**src/rtl/lowp_pkg.sv**
```systemverilog
// lowp_pkg: types and helpers shared by the low-pass signal chain.
//
// Contents:
//   SAMPLE_W   width of the signed filter sample (28 bits)
//   sample_t   signed sample type used by the filter and the decimator
//   acc_width  width of a boxcar accumulator summing 2^dec_log2 samples
package lowp_pkg;

  localparam int SAMPLE_W = 28;

  typedef logic signed [SAMPLE_W-1:0] sample_t;

  // Summing 2^dec_log2 samples grows the magnitude by at most dec_log2 bits,
  // so this width can never overflow.
  function automatic int acc_width(input int dec_log2);
    return SAMPLE_W + dec_log2;
  endfunction

endpackage

```
**src/rtl/lowp_dec_acc.sv**
```systemverilog
// lowp_dec_acc: boxcar accumulator and window phase counter for the
// decimator. Reports the full window sum together with a one-cycle
// completion strobe on the sample that closes each window.
//
// Ports:
//   clock_in   system clock, rising edge
//   reset      asynchronous active-high reset
//   enable     sample strobe
//   clear      synchronous window restart (wins over enable)
//   signal_in  signed input sample
//   sum_o      accumulator plus current sample (valid when done_o=1)
//   done_o     high on the strobe that completes a window
//   phase_o    number of samples already in the current window
module lowp_dec_acc
  import lowp_pkg::*;
#(
  parameter int DEC_LOG2 = 4,
  localparam int ACC_W = acc_width(DEC_LOG2)
) (
  input  logic                    clock_in,
  input  logic                    reset,
  input  logic                    enable,
  input  logic                    clear,
  input  sample_t                 signal_in,
  output logic signed [ACC_W-1:0] sum_o,
  output logic                    done_o,
  output logic [DEC_LOG2-1:0]     phase_o
);

  // All ones in the phase counter marks the last sample of a window.
  localparam logic [DEC_LOG2-1:0] LAST_PHASE = '1;

  logic signed [ACC_W-1:0] acc_q, acc_d;
  logic [DEC_LOG2-1:0]     phase_q, phase_d;
  logic signed [ACC_W-1:0] sig_ext;

  assign sig_ext = {{DEC_LOG2{signal_in[SAMPLE_W-1]}}, signal_in};
  assign sum_o   = acc_q + sig_ext;
  assign done_o  = enable & ~clear & (phase_q == LAST_PHASE);
  assign phase_o = phase_q;

  // Accumulate on each strobe; the closing sample empties the accumulator
  // since its contribution is already carried out through sum_o.
  always_comb begin
    acc_d   = acc_q;
    phase_d = phase_q;
    if (clear) begin
      acc_d   = '0;
      phase_d = '0;
    end else if (enable) begin
      if (phase_q == LAST_PHASE) begin
        acc_d   = '0;
        phase_d = '0;
      end else begin
        acc_d   = sum_o;
        phase_d = phase_q + 1'b1;
      end
    end
  end

  always_ff @(posedge clock_in or posedge reset) begin
    if (reset) begin
      acc_q   <= '0;
      phase_q <= '0;
    end else begin
      acc_q   <= acc_d;
      phase_q <= phase_d;
    end
  end

endmodule

```
**src/rtl/lowp_decimate.sv**
```systemverilog
// lowp_decimate: decimating boxcar averager placed after the IIR low-pass.
// Sums 2^DEC_LOG2 samples and presents their average in a valid/ready
// output register with a sticky overrun flag.
//
// Build option: define LOWP_DECIMATE_ROUND_EN for round-half-up averaging;
// without it the average is a plain arithmetic shift (floor).
//
// Ports:
//   clock_in   system clock, rising edge
//   reset      asynchronous active-high reset
//   enable     sample strobe shared with the upstream filter
//   clear      synchronous restart; also drops dec_valid and overrun
//   signal_in  signed filtered sample
//   dec_out    signed averaged sample, stable while dec_valid=1
//   dec_valid  dec_out holds an unconsumed result
//   dec_ready  consumer takes dec_out when dec_valid & dec_ready
//   overrun    sticky: a result was overwritten before being consumed
//   phase      samples already in the current window
//
// The sample width comes from lowp_pkg::SAMPLE_W so it always matches the
// sample_t used by the upstream filter.
module lowp_decimate
  import lowp_pkg::*;
#(
  parameter int DEC_LOG2 = 4
) (
  input  logic                clock_in,
  input  logic                reset,
  input  logic                enable,
  input  logic                clear,
  input  sample_t             signal_in,
  output sample_t             dec_out,
  output logic                dec_valid,
  input  logic                dec_ready,
  output logic                overrun,
  output logic [DEC_LOG2-1:0] phase
);

  localparam int ACC_W = acc_width(DEC_LOG2);

  logic signed [ACC_W-1:0] win_sum;
  logic signed [ACC_W-1:0] rounded;
  logic                    win_done;
  sample_t                 average;

  sample_t dec_q, dec_d;
  logic    valid_q, valid_d;
  logic    overrun_q, overrun_d;

  lowp_dec_acc #(
    .DEC_LOG2 (DEC_LOG2)
  ) u_acc (
    .clock_in  (clock_in),
    .reset     (reset),
    .enable    (enable),
    .clear     (clear),
    .signal_in (signal_in),
    .sum_o     (win_sum),
    .done_o    (win_done),
    .phase_o   (phase)
  );

`ifdef LOWP_DECIMATE_ROUND_EN
  // Adding half an LSB of the result before flooring rounds half up. The
  // full-scale positive sum plus this offset still fits in ACC_W bits.
  localparam logic signed [ACC_W-1:0] HALF_LSB = ACC_W'(2 ** (DEC_LOG2 - 1));
  assign rounded = win_sum + HALF_LSB;
`else
  assign rounded = win_sum;
`endif

  // The shifted value always lies within sample range, so truncation is exact.
  assign average = sample_t'(rounded >>> DEC_LOG2);

  // Output register and handshake: a new result always loads; it only flags
  // overrun when it replaces a result that nobody is taking this cycle.
  always_comb begin
    dec_d     = dec_q;
    valid_d   = valid_q;
    overrun_d = overrun_q;
    if (clear) begin
      valid_d   = 1'b0;
      overrun_d = 1'b0;
    end else if (win_done) begin
      dec_d   = average;
      valid_d = 1'b1;
      if (valid_q && !dec_ready) begin
        overrun_d = 1'b1;
      end
    end else if (valid_q && dec_ready) begin
      valid_d = 1'b0;
    end
  end

  always_ff @(posedge clock_in or posedge reset) begin
    if (reset) begin
      dec_q     <= '0;
      valid_q   <= 1'b0;
      overrun_q <= 1'b0;
    end else begin
      dec_q     <= dec_d;
      valid_q   <= valid_d;
      overrun_q <= overrun_d;
    end
  end

  assign dec_out   = dec_q;
  assign dec_valid = valid_q;
  assign overrun   = overrun_q;

endmodule

```
**config.mk**
```make
export PLATFORM = sky130hd
export DESIGN_NAME = lowp_decimate
export DESIGN_NICKNAME = d
export VERILOG_FILES = /design/src/rtl/lowp_pkg.sv /design/src/rtl/lowp_dec_acc.sv /design/src/rtl/lowp_decimate.sv
export SDC_FILE = /design/constraint.sdc
export NUM_CORES = 1
export LEC_CHECK = 0
export CAP_MARGIN = 10
export CORE_MARGIN = 10
export CORE_UTILIZATION = 45
export CTS_BUF_LIST = sky130_fd_sc_hd__clkbuf_8
export CTS_CLUSTER_DIAMETER = 150
export DETAILED_ROUTE_END_ITERATION = 10
export GPL_ROUTABILITY_DRIVEN = 0
export HOLD_SLACK_MARGIN = 0.03
export PLACE_DENSITY = 0.71
export SLEW_MARGIN = 25
export SYNTH_ARGS = -nofsm -noshare
export SYNTH_HDL_FRONTEND = slang
export SYNTH_SLANG_ARGS = --single-unit
```
**constraint.sdc**
```tcl
create_clock -name clock_in -period 2.85 [get_ports clock_in]
set_clock_uncertainty 0.2 [all_clocks]
set_input_delay 0.4275 -clock clock_in [delete_from_list [all_inputs] [get_ports clock_in]]
set_output_delay 0.4275 -clock clock_in [all_outputs]
set_load 0.01 [all_outputs]
```
==> qor_table.md, run 1 <==
| Item | This run |
|:---|:---|
| Result of the run | finished, violations left |
| Violations in the final reports | negative setup slack |
| Detail Route Antenna Nets | 0 |
| Vertical extent of the die | 115 µm |
| Dominant cells by area after synthesis | sky130_fd_sc_hd__dfrtp_1, sky130_fd_sc_hd__ha_1, sky130_fd_sc_hd__mux2_2 |
| Share of layout cells above drive strength 1 | 34.5% |
| Longest Clk Path Bufs | 2 |
| Maximum fanout along the worst path | 4 |
| Least-Margin Pin Slew | 542 ps |
| Total routing resource utilization after global routing | 16.6% |
| Placed Instance Area | 5350 µm² |
| Estimated wirelength of the detail-placed design | 7.79 mm |
| Number of enable flip-flop cells after synthesis | 0 |
| Req. time, crit path | 2890 ps |
| Area growth, synth to finish | 46.9% |
| Worst-case hold slack | 239 ps |
| Sequential share of the synthesized area | 40.6% |
| Final Hold Viols | 0 |
| Crit path kind | primary input to flop |
| Pre-antenna DRT Iters | 4 |
| Synthesis-stage register bit count | 66 |
| Gate Count Post-Synth | 384 |
| Synthesized area per cell | 10.6 µm² |
| Nets | 602 |
| Number of sinks on the clock net | 66 |
| CTS Buf Count | 9 |
| Via count | 3600 |
| Number of primary I/O pins | 67 |
| Post-synth top area share | 40.6% |
| Cell Count Post-Placement | 616 |
| Clock insertion delay at the later pin of the skew report | 350 ps |
| Mapped cell area | 4060 µm² |
| Buffering stage count on the worst path with inverters included | 1 |
| Number of pins with negative max-slew slack in the final report | 0 |
| Setup repair after global routing missed its margin | yes |
| Clock slew seen by the registers of the worst setup and hold paths | 70 ps |
| Most frequently used cell type in the post-synthesis netlist | sky130_fd_sc_hd__dfrtp_1 |
| Standby leakage power | 2.92 nW |
| Input/output buffers | 66 |
| Crit path capture type | flop |
| Delay of the slowest critical-path stage | 460 ps |
| H-Tree Depth | 3 |
| Total of hold buffers inserted after clock tree synthesis | 0 |
| Cells traversed along the worst timing path | clkdlybuf4s50_1 > ha_4 > o21ai_1 > nor2_2 > nand3_2 > o221a_1 > a211o_1 > a21oi_2 > nor3b_4 > xor2_1 > mux2_4 |
| Final antenna diode count | 0 |
| Post-DR wirelength/cell | 17.1 µm |
| Gr ovfl total | 0 |
| Syn. warnings | 0 |
| Shortest clock period the worst path allows after layout | 2910 ps |
| Biggest area consumer among synthesized cells | sky130_fd_sc_hd__dfrtp_1 |
| Worst hold path class | primary input to async pin |
| Met3 track utilization from global routing | 6.04% |
| Number of vias per cell | 5.56 |
| Count of different cell masters after synthesis | 54 |
| Post-route DRC | 0 |
| Most instantiated cells after synthesis | sky130_fd_sc_hd__dfrtp_1, sky130_fd_sc_hd__ha_1, sky130_fd_sc_hd__a21oi_1 |
| Slowest stage cell, crit path | sky130_fd_sc_hd__clkdlybuf4s50_1 |
| Pin count of the biggest net entering global routing | 34 |
| Highest attainable clock frequency | 343 MHz |
| Data arrival time at the worst-slack endpoint | 2950 ps |
| Share of the cycle needed by the critical path after routing | 102% |
| Async S/R FF share, synth | 100% |
| First-pass GRT wire length | 18.1 mm |
| Final Worst Setup Slack | -61.9 ps |
| Total length of routed wires | 11.1 mm |
| Worst vdd rail ir drop | 0.000285 V |
| Peak-usage layer in the global routing report | met2 |
| Final Non-Filler Cells | 647 |
| Finished Cell Area | 5970 µm² |
| Full die area | 13200 µm² |
| Number of violations reported at the end of detailed-routing iteration 0 | 176 |
| Power per Cell Area | 537 nW/µm² |
| Starting Density | 46.4% |
| Setup-failing EPs final | 4 |
| Die Width | 115 µm |
| Start of the worst register-to-register path | u_acc.acc_q[4]$_DFFE_PP0P_ |
| GR Util met1 | 20.1% |
| Vias in the first global route | 3759 |
| CTS tree | built |
| Core region area | 8760 µm² |
| Met2 Track Usage GR | 27.4% |
| Crit path launch | signal_in[6] |
| Post-synth net total | 450 |
| Max-capacitance violation count | 0 |
| Root cell of the clock tree | sky130_fd_sc_hd__clkbuf_8 |
| Row count | 34 |
| Critical path startpoint category | primary input |
| Worst rel slew slack | 63.8% |
| Most instantiated flip-flop cell in the synthesis netlist | sky130_fd_sc_hd__dfrtp_1 |
| Antenna violations before repair | 0 |
| Worst path top cell family by delay | compound AO/OA/AOI/OAI gates |
flip-flops by register name, summed over array words and instances (netlist names):
| name | count |
|---|---|
| u_acc.acc_q | 32 |
| dec_out | 28 |
| u_acc.phase_o | 4 |
| dec_valid | 1 |
| overrun | 1 |
layout by cell type (no fill, tap or decap), types with 7 or more instances in the layout:
cell type,netlist,routed
sky130_fd_sc_hd__a21oi_1,29,24
sky130_fd_sc_hd__o21ai_0,12,10
sky130_fd_sc_hd__a22o_1,27,27
sky130_fd_sc_hd__a21o_1,17,17
sky130_fd_sc_hd__dfrtp_1,66,66
sky130_fd_sc_hd__mux2_2,26,23
sky130_fd_sc_hd__nand2_1,20,20
sky130_fd_sc_hd__ha_1,32,19
sky130_fd_sc_hd__nand3_1,10,7
sky130_fd_sc_hd__inv_1,11,10
sky130_fd_sc_hd__nor2_1,14,11
sky130_fd_sc_hd__a21oi_2,3,8
sky130_fd_sc_hd__xor2_1,11,11
sky130_fd_sc_hd__xnor2_1,19,17
sky130_fd_sc_hd__clkdlybuf4s50_1,0,59
sky130_fd_sc_hd__ha_4,0,11
sky130_fd_sc_hd__clkbuf_8,0,9
sky130_fd_sc_hd__buf_4,0,88
cell families (layout without fill, tap and decap cells):
family | Yosys count | after routing | share of synthesized area (%)
DFF | 66 | 66 | 40.6
muxes | 28 | 28 | 7.82
AOI/OAI and AO/OA | 130 | 130 | 23.3
and+or+nand+nor | 72 | 72 | 9.02
adders and majority gates | 33 | 33 | 10.3
buffers and inverters | 25 | 180 | 2.37
xor gates and xnor gates | 30 | 30 | 6.47
final cells by class:
cell class	instances	area (µm²)
well taps	108	135
clock inverters	5	48.8
repair buffers	155	1340
multi-input cells	293	2630
fillers	649	2800
inverters	11	41.3
clock buffers	9	124
flip-flops and latches	66	1650
power breakdown:
part	internal [mW]	leakage, nW	switching (mW)	total, mW
clock network	0.387	0.0959	0.362	0.749
logic	0.719	1.92	0.655	1.37
registers	1.02	0.899	0.0658	1.08
total	2.12	2.92	1.08	3.20
path summary, 6_finish.rpt:
kind,slack [ps],to,depth (start not counted)
min in group clock_in,310,dec_out[15]$_DFFE_PP0P_,1
setup reg to reg,10,dec_out[27]$_DFFE_PP0P_,10
hold / removal,240,dec_out[6]$_DFFE_PP0P_,2
hold reg to reg,310,dec_out[15]$_DFFE_PP0P_,1
max in group asynchronous,1470,dec_out[18]$_DFFE_PP0P_,3
setup / recovery,-60,dec_out[27]$_DFFE_PP0P_,11
per-stage QoR:
| stage | setup slack [ps] | TNS [ps] | total power, mW | util, % |
|---|---|---|---|---|
| 2_1_floorplan | 13.7 | 0 | 1.82 | - |
| 3_3_place_gp | -458 | -11770 | 2.23 | 61.1 |
| 3_5_place_dp | -478 | -13630 | 2.27 | 61.1 |
| 4_1_cts | 4.86 | 0 | 3.09 | 65.4 |
| 5_1_grt | -176 | -875 | 3.39 | 68.1 |
| 6_report | -61.9 | -166 | 3.20 | 68.1 |
timing repair:
| action | 4_1_cts | 5_1_grt |
|---|---|---|
| pin swaps | 20 | 28 |
| setup endpoints to repair | 20 | 27 |
| gates resized for setup | 22 | 34 |
| buffers inserted | 11 | 7 |
metal layers:
layer  share of wire [%]  vias to the layer above
met4                 1.2                        0
met3                 5.8                       11
li1                    -                     1735
met1                  44                     1784
met5                   0                        -
met2                  48                       70
Note: power is estimated with default switching activity, not from simulation.
==> run 2, diff against run 1 <==
--- a/config.mk
+++ b/config.mk
@@ -10,6 +10,7 @@
 export CORE_UTILIZATION = 45
 export CTS_BUF_LIST = sky130_fd_sc_hd__clkbuf_8
 export CTS_CLUSTER_DIAMETER = 150
+export CTS_CLUSTER_SIZE = 12
 export DETAILED_ROUTE_END_ITERATION = 10
 export GPL_ROUTABILITY_DRIVEN = 0
 export HOLD_SLACK_MARGIN = 0.03
==> results of run 2 <==
No change in the layout: final DEF, timing and power equal those of run 1.
==> run 3, diff against run 2 <==
--- a/config.mk
+++ b/config.mk
@@ -14,7 +14,7 @@
 export DETAILED_ROUTE_END_ITERATION = 10
 export GPL_ROUTABILITY_DRIVEN = 0
 export HOLD_SLACK_MARGIN = 0.03
-export PLACE_DENSITY = 0.71
+export PLACE_DENSITY_LB_ADDON = 0.08
 export SLEW_MARGIN = 25
 export SYNTH_ARGS = -nofsm -noshare
 export SYNTH_HDL_FRONTEND = slang
==> qor_table.md, run 3 (synthesis gave the netlist of run 1 again) <==
| Item | This run |
|:---|:---|
| Result of the run | finished, violations left |
| Violations in the final reports | negative setup slack |
| Input/output buffers | 66 |
| Clock slew seen by the registers of the worst setup and hold paths | 80 ps |
| Clock insertion delay at the later pin of the skew report | 360 ps |
| Vias in the first global route | 3769 |
| Number of violations reported at the end of detailed-routing iteration 0 | 93 |
| CTS Buf Count | 9 |
| Finished Cell Area | 6000 µm² |
| Via count | 3573 |
| First-pass GRT wire length | 18.2 mm |
| Maximum fanout along the worst path | 3 |
| Number of sinks on the clock net | 66 |
| Longest Clk Path Bufs | 2 |
| Die Width | 115 µm |
| Commonest cells after routing, fill and taps aside | sky130_fd_sc_hd__buf_4, sky130_fd_sc_hd__dfrtp_1, sky130_fd_sc_hd__clkdlybuf4s50_1 |
| Post-route DRC | 0 |
| Gr ovfl total | 0 |
| Pin count of the biggest net entering global routing | 24 |
| Register cell area after layout | 1650 µm² |
| Final Hold Viols | 0 |
| Setup repair after global routing missed its margin | yes |
| R2r worst-path depth | 10 |
| Starting Density | 46.4% |
| Worst hold path class | primary input to async pin |
| Shortest clock period the worst path allows after layout | 2880 ps |
| End of the worst register-to-register path | dec_out[27]$_DFFE_PP0P_ |
| Row count | 34 |
| Fill count | 674 |
| Root cell of the clock tree | sky130_fd_sc_hd__clkbuf_8 |
| Share of the cycle needed by the critical path after routing | 101% |
| Placed Instance Area | 5410 µm² |
| Start of the worst register-to-register path | u_acc.acc_q[4]$_DFFE_PP0P_ |
| Number of primary I/O pins | 67 |
| Estimated wirelength of the detail-placed design | 8.13 mm |
| Crit path launch | u_acc.acc_q[4]$_DFFE_PP0P_ |
| Vertical extent of the die | 115 µm |
| Max-capacitance violation count | 0 |
| Number of pins with negative max-slew slack in the final report | 0 |
| Req. time, crit path | 2890 ps |
| Nets | 604 |
| Area growth, synth to finish | 47.8% |
| Worst vdd rail ir drop | 0.000276 V |
| H-Tree Depth | 3 |
| Highest attainable clock frequency | 347 MHz |
| Final Worst Setup Slack | -34.3 ps |
| Antenna violations before repair | 0 |
| Full die area | 13200 µm² |
| Biggest register | u_acc.acc_q |
| Setup-failing EPs final | 1 |
| Critical path startpoint category | flop |
| Total routing resource utilization after global routing | 16.7% |
| Share of layout cells above drive strength 1 | 33.8% |
| Worst setup slack for register-to-register paths | -30 ps |
| Post-DR wirelength/cell | 17.4 µm |
| Pre-antenna DRT Iters | 4 |
| Number of vias per cell | 5.51 |
| Most common cell after layout, fill and taps aside | sky130_fd_sc_hd__buf_4 |
| Area of the multi-input gates | 2630 µm² |
| Core region area | 8760 µm² |
| Data arrival time at the worst-slack endpoint | 2920 ps |
| Crit path kind | flop to flop |
| Standby leakage power | 2.93 nW |
| Total length of routed wires | 11.3 mm |
| Crit path capture type | flop |
| Final antenna diode count | 0 |
| Flip-flop count of the largest register after layout | 32 |
| Least-Margin Pin Slew | 512 ps |
| Worst rel slew slack | 65.8% |
| Power per Cell Area | 546 nW/µm² |
| Detail Route Antenna Nets | 0 |
| Power consumption | 3.28 mW |
| CTS tree | built |
==> run 3: routing by layer <==
layer | global-route usage, % | vias to the layer above | wire, µm | part of all wire, %
met4 | 5.03 | 0 | 196 | 1.7
met1 | 19.9 | 1745 | 4870 | 43
met3 | 4.32 | 19 | 516 | 4.6
met2 | 28.8 | 67 | 5710 | 51
li1 | - | 1742 | - | -
met5 | 0 | - | 0 | 0
==> run 3: layout make-up <==
type                    instances  share of cell area [%]
repair buffers                157                    22.7
well taps                     108                    2.25
clock inverters                 3                   0.667
inverters                      11                   0.688
clock buffers                  11                    2.52
multi-input cells             293                    43.7
flip-flops and latches         66                    27.5
==> run 3: worst max path at each step <==
| stage | cells past startpoint | slack [ps] | to |
|---|---|---|---|
| floorplan | 12 | 10 | dec_out[18]$_DFFE_PP0P_ |
| global placement | 11 | -460 | dec_out[27]$_DFFE_PP0P_ |
| detailed placement | 13 | -570 | dec_out[18]$_DFFE_PP0P_ |
| CTS | 10 | 2 | dec_out[24]$_DFFE_PP0P_ |
| global route | 10 | -130 | dec_out[27]$_DFFE_PP0P_ |
| finish | 10 | -30 | dec_out[27]$_DFFE_PP0P_ |
==> run 3: through the flow <==
stage / TNS (ps) / worst slack, ps / util [%] / hold slack, ps / instances
floorplan: 0 / 13.7 / - / 254 / 384
global placement: -12290 / -462 / 61.7 / 265 / 623
detailed placement: -15510 / -566 / 61.7 / 284 / 623
CTS: 0 / 2.24 / 64.9 / 229 / 641
global route: -464 / -129 / 68.5 / 299 / 649
finish: -34.3 / -34.3 / 68.5 / 210 / 649
==> run 3: worst max-delay path: stages, from the launching register on <==
cell,delay (ps)
sky130_fd_sc_hd__dfrtp_1,430
sky130_fd_sc_hd__ha_4,300
sky130_fd_sc_hd__o211ai_1,130
sky130_fd_sc_hd__o211ai_2,250
sky130_fd_sc_hd__nand3_1,110
sky130_fd_sc_hd__o221a_1,260
sky130_fd_sc_hd__a211o_1,370
sky130_fd_sc_hd__a21oi_2,210
sky130_fd_sc_hd__nor3b_4,80
sky130_fd_sc_hd__xor2_1,160
sky130_fd_sc_hd__mux2_4,270
==> run 3: repair_timing <==
item,CTS,global route
setup endpoints to repair,24,32
setup buffers,4,8
pin swaps,16,38
resized for setup,15,41
hold buffers,0,0
==> run 3: report_power, final <==
part	switching (mW)	internal, mW
sequential	0.0708	1.02
clock	0.375	0.439
combinational	0.651	0.730
==> patch 1: new RTL, flow settings as in run 1 <==
Reset style: synchronous (`reset`), changed in 2 clocked blocks. Comments in the files are not updated.
--- a/src/rtl/lowp_dec_acc.sv
+++ b/src/rtl/lowp_dec_acc.sv
@@ -58,7 +58,7 @@
     end
   end
 
-  always_ff @(posedge clock_in or posedge reset) begin
+  always_ff @(posedge clock_in) begin
     if (reset) begin
       acc_q   <= '0;
       phase_q <= '0;
--- a/src/rtl/lowp_decimate.sv
+++ b/src/rtl/lowp_decimate.sv
@@ -92,7 +92,7 @@
     end
   end
 
-  always_ff @(posedge clock_in or posedge reset) begin
+  always_ff @(posedge clock_in) begin
     if (reset) begin
       dec_q     <= '0;
       valid_q   <= 1'b0;
Check against the original RTL: differs if reset is asserted again (counterexample within 4 cycles, from zero or initial values and one cycle with reset high); with reset held inactive, the same outputs for 10 cycles.
==> patch 1 against run 1 <==
The flow still finishes with violations (negative setup slack); routed wire length increased by 4.0%; area after synthesis decreased by 5.8%; setup slack lost 0.026 ns; sequential cell count stayed put; count of clock-buffer cells in the layout is the same; final area down 5.1%; maximum frequency decreased by 0.89%; highest routed layer unchanged; critical path depth grew 2; via count grew 11%; register-to-register slack worse by 0.098 ns.
Power is not compared: it rests on default switching activity, and its combinational part moved more than twofold at a synthesized area within 25%.
==> patch 1: results (changes against run 1) <==
* Syn avg cell area at 8.07 µm² (-24%)
* Worst-margin pin slew at 0.508 ns (-0.0345 ns)
* Sequential-to-total area share from yosys stat at 34.5% (-6.1 points)
* Synth unique cells at 56 (+3.7%)
* CTS clk-pin slew, worst paths at approximately 0.080 ns
* Longest Clk Path Bufs at 2 (unchanged)
* Hold WC Path Type: reg -> reg
* Post-Route WL at 11.5 mm (+4.0%)
* Failing checks: negative setup slack
* Via count at 3999 (+11%)
* Largest Register: u_acc.acc_q
* RR Startpoint: u_acc.acc_q[0]
* Vias in the first global route at 4070 (+8.3%)
* Share of cells above drive strength 1 at 24.8% (-9.7 points)
* Net Sw Power at around 0.00068 W
* Worst endpoint data arrival time at 2.96 ns (about the same)
* Largest net degree at the start of global routing at 36 (+5.9%)
* Reg2Reg Capture Point: u_acc.acc_q[24]
* Maximum vdd drop at approximately 0.00028 V
* Ys async rst share at 0% (-100 points)
* First-pass GRT wire length at 19.1 mm (+5.9%)
* Total CTS buffers at 9 (unchanged)
* Top cells by area, synth: dfxtp_1, ha_1, a21oi_1
* Initial antenna violation count at 0 (unchanged)
* Initial drt markers at 176 (unchanged)
* Final worst slack at -0.0879 ns (-0.0260 ns)
* Nets@finish at 681 (+13%)
* Worst reg-to-reg path cell count at 13 (+3)
* IO buf count at 66 (unchanged)
* GRT Resource Usage Total at 17.7% (+1.1 points)
* HPWL Detailed at 8.35 mm (+7.3%)
* Post-synth net total at 540 (+20%)
* Number of detailed-route iterations in the first pass at 4 (unchanged)
* Setup violations, final at 4 (unchanged)
* CP Class: reg -> reg
* Crit-path slowest cell: dfxtp_2
* H-tree levels at 3 (unchanged)
* Synth Flop Type: dfxtp_1
* YS warnings at 0 (unchanged)
* Critical-path maximum fanout at 4 (unchanged)
* Synth top cells by count: nand2_1, dfxtp_1, a21oi_1, nor2_1, ha_1
* Placed cells at 704 (+14%)
* Routed WL per cell at 15.9 µm (-7.2%)
* Slowest stage delay, CP at 0.36 ns (-0.10 ns)
* Outcome: complete, but fails checks
patch 1: cell count changes in the layout (fill, tap and decap cells not counted), moves of 6 or more:
cell / change
a21oi_1: +22
mux2_2: -23
dfxtp_1: +64
a22oi_1: +25
ha_1: +6
dfrtp_1: -66
nand2_1: +49
a22o_1: -26
nand4_1: +7
nor2_1: +37
patch 1: kinds of logic (layout without fill, tap and decap cells):
logic type | count (synthesis) | after routing | share of synthesized area, %
muxes | 1 | 1 | 0.262
and+or+nand+nor | 165 | 165 | 19.1
AOI/OAI and AO/OA | 149 | 149 | 25.6
adders and majority gates | 33 | 33 | 11.0
DFF | 66 | 66 | 34.5
buffers and inverters | 32 | 178 | 3.20
xor gates and xnor gates | 28 | 28 | 6.41
patch 1: power by group through the flow:
stage	clock [W]	combinational (W)	sequential (W)
CTS	0.000813	0.000522	0.000956
detailed placement	0	0.000496	0.000977
global placement	0	0.000485	0.000976
floorplan	0	0.000284	0.000974
finish	0.000790	0.000553	0.000958
global route	0.000846	0.000604	0.000960
patch 1: layout make-up:
| class | count | area (µm²) |
|---|---|---|
| clock buffer | 9 | 124 |
| clock inverter | 7 | 70.1 |
| fill | 668 | 2600 |
| inverter | 8 | 30.0 |
| multi-input combinational | 376 | 2670 |
| sequential | 66 | 1320 |
| tap | 105 | 131 |
| timing repair buffer | 154 | 1310 |
patch 1: worst min path at each step:
stage	slack, ns	cells past startpoint	end	from
after floorplan	0.25	2	u_acc.acc_q[2]	u_acc.acc_q[2]
after global placement	0.24	2	dec_out[8]	dec_out[8]
after detailed placement	0.25	2	dec_out[21]	dec_out[21]
after CTS	0.26	2	dec_out[21]	dec_out[21]
after global routing	0.28	2	dec_out[21]	dec_out[21]
final	0.26	2	dec_out[10]	dec_out[10]
patch 1: through the flow:
stage	setup TNS, ns	instance area (µm²)	setup WS (ns)
2_1_floorplan	-0.237	3870	-0.111
3_3_place_gp	-20.18	5200	-0.867
3_5_place_dp	-23.58	5200	-0.910
4_1_cts	-0.783	5510	-0.119
5_1_grt	-1.49	5660	-0.167
6_report	-0.188	5660	-0.0879
patch 1: metal layers:
metal	GRT usage, %	share of wire [%]	vias up
li1	-	-	1981
met2	31.4	50	96
met3	4.42	5.5	8
met5	0	0	-
met4	3.89	0.77	0
met1	20.9	43	1914
patch 1: what timing repair did:
item	4_1_cts	5_1_grt
pin swaps	25	21
buffers inserted	4	1
gates resized for setup	24	28
endpoints found under the setup margin	32	31
patch 1: critical path: cells and delay by family, from the launching register on:
family	cells	cell delay, ns
AO/OA/AOI/OAI	7	1.38
adder cells (fa/ha/maj)	2	0.46
flip-flops	1	0.36
AND/OR/NAND/NOR	2	0.21
XOR/XNOR	1	0.15
buffers and inverters	1	0.03
==> patch 2: new RTL, flow settings as in run 1 <==
Made on the original files. Set the package constant `SAMPLE_W` to 56 (it was 28). Comments in the files are not updated.
--- a/src/rtl/lowp_pkg.sv
+++ b/src/rtl/lowp_pkg.sv
@@ -6,7 +6,7 @@
 //   acc_width  width of a boxcar accumulator summing 2^dec_log2 samples
 package lowp_pkg;
 
-  localparam int SAMPLE_W = 28;
+  localparam int SAMPLE_W = 56;
 
   typedef logic signed [SAMPLE_W-1:0] sample_t;
 
Ports: changed (resized dec_out and signal_in); port bits go from 67 to 123. The function was not compared with the original's and may differ.
==> patch 2 against run 1 <==
The flow still finishes with violations (negative setup slack); count of clock-buffer cells in the layout up 9; power grew 140%; routed wire length grew to 2.6 times the old value; final area up 120%; cell count up 130%; sequential cell count rose by 56; maximum frequency fell by 5.5%; area after synthesis rose by 100%; clock power rose by 130%; setup slack got worse by 0.17 ns; utilization increased by 6.6 points; critical path type is now reg -> reg; largest cell class unchanged; highest routed layer unchanged.
==> patch 2: results (changes against run 1) <==
* Final Non-Filler Cells at 1520 (+130%)
* Final worst slack at -0.232 ns (-0.170 ns)
* Initial drt markers at 690 (+290%)
* Failing checks: negative setup slack
* Clk_lat worst skew at 0.46 ns (+0.11 ns)
* Outcome: complete, but fails checks
* HPWL Detailed at 19.9 mm (+160%)
* Ys async rst share at 100% (unchanged)
* Max reg flops at 60 (+88%)
* Final TNS setup at -4.73 ns (-4.57 ns)
* Synth unique cells at 66 (+22%)
* Sequential-to-total area share from yosys stat at 37.3% (-3.3 points)
* Number of detailed-route iterations in the first pass at 6 (+2)
* Post-Route WL at 28.9 mm (+160%)
* Mapped Cells at 906 (+140%)
* Vias in the first global route at 8956 (+140%)
* Total CTS buffers at 17 (+8)
* Critical-path maximum fanout at 3 (-1)
* IO buf count at 122 (+85%)
* Share of cells above drive strength 1 at 38.3% (+3.8 points)
* Placed cells at 1441 (+130%)
* Largest net degree at the start of global routing at 66 (+94%)
* GRT Resource Usage Total at 22.6% (+6.0 points)
* Vias/cell at 5.75 (+3.4%)
* Switching fraction of total power at 37.4% (+3.6 points)
* Maximum vdd drop at 0.000338 V (+19%)
* Worst endpoint data arrival time at 3.27 ns (+0.32 ns)
* P_leak at 6.28 nW (+120%)
* Setup violations, final at 42 (+38)
* Worst-margin pin slew at 0.582 ns (+0.0399 ns)
* H-tree levels at 4 (+1)
* Pre-CTS setup slack at -0.964 ns (-0.486 ns)
patch 2: cell types whose count changed in the layout (fill, tap and decap cells not counted), moves of 12 or more:
cell             before  now
o21ai_0              10   27
a22o_1               27   47
nand2_1              20  140
clkdlybuf4s50_1      59  103
mux2_2               23    8
ha_4                 11   31
nand4_1               2   22
nor2_1               11   37
a21o_1               17   37
dfrtp_1              66  121
buf_6                 1   15
a21oi_2               8   20
buf_4                88  262
patch 2: through the flow:
step,util (%),instance area [µm²]
floorplan,-,8440
global placement,64.2,11500
detailed placement,64.2,11500
CTS,70.7,12700
global route,74.7,13400
finish,74.7,13400
patch 2: area by class of cell:
class	instances	area, µm²
inverters	19	77.6
clock inverters	14	171
well taps	229	287
clock buffers	18	248
repair buffers	402	3410
fillers	1154	4520
flip-flops and latches	122	3050
multi-input cells	716	6140
patch 2: repair_timing:
action,CTS,global route
hold buffers,1,0
cloned,0,0
buffers inserted,28,22
setup endpoints to repair,67,78
pin swaps,60,61
gates resized for setup,101,115
hold endpoints to repair,3,0
patch 2: critical path: stages (launching register included):
cell and delay [ns]:
dfrtp_2 0.44, ha_4 0.28, a21oi_2 0.05, nand4b_1 0.26, a21oi_4 0.24, o311ai_4 0.12
a2111o_1 0.45, a211oi_2 0.33, nor3_2 0.09, or4_1 0.49, nand3_1 0.08
patch 2: worst paths after layout:
path	startpoint	end	slack [ns]	depth (start not counted)
hold / removal	dec_out[16]	dec_out[16]	0.28	2
setup / recovery	u_acc.acc_q[1]	u_acc.acc_q[57]	-0.23	10
setup reg to reg	u_acc.acc_q[1]	u_acc.acc_q[57]	-0.23	10
max in group asynchronous	reset	dec_out[2]	1.27	4
hold reg to reg	dec_out[16]	dec_out[16]	0.28	2
min in group asynchronous	reset	dec_out[18]	0.59	3
patch 2: logic make-up (layout without fill, tap and decap cells):
logic type / count (synthesis) / count (layout) / synth area share (%)
buf+inv: 68 / 453 / 3.16
simple gates: 292 / 292 / 16.5
mux: 25 / 25 / 3.46
fa+ha+maj: 61 / 61 / 9.42
flops: 122 / 122 / 37.3
compound gates: 287 / 287 / 24.7
xor+xnor: 51 / 51 / 5.46
patch 2: power groups by stage:
stage,sequential (W),combinational (W),clock [W]
6_report,0.00207,0.00406,0.00169
5_1_grt,0.00208,0.00436,0.00179
4_1_cts,0.00205,0.00357,0.00171
3_5_place_dp,0.00206,0.00325,0
3_3_place_gp,0.00206,0.00319,0
2_1_floorplan,0.00205,0.00179,0
patch 2: routing by layer:
layer  up-vias  wire length [µm]  track usage, %  part of all wire (%)
met4         0               983            8.59                   3.4
met5         -                 0               0                     0
li1       4072                 -               -                     -
met3        86              1890            5.10                   6.6
met2       349             14100            37.9                    49
met1      4236             11900            27.6                    41
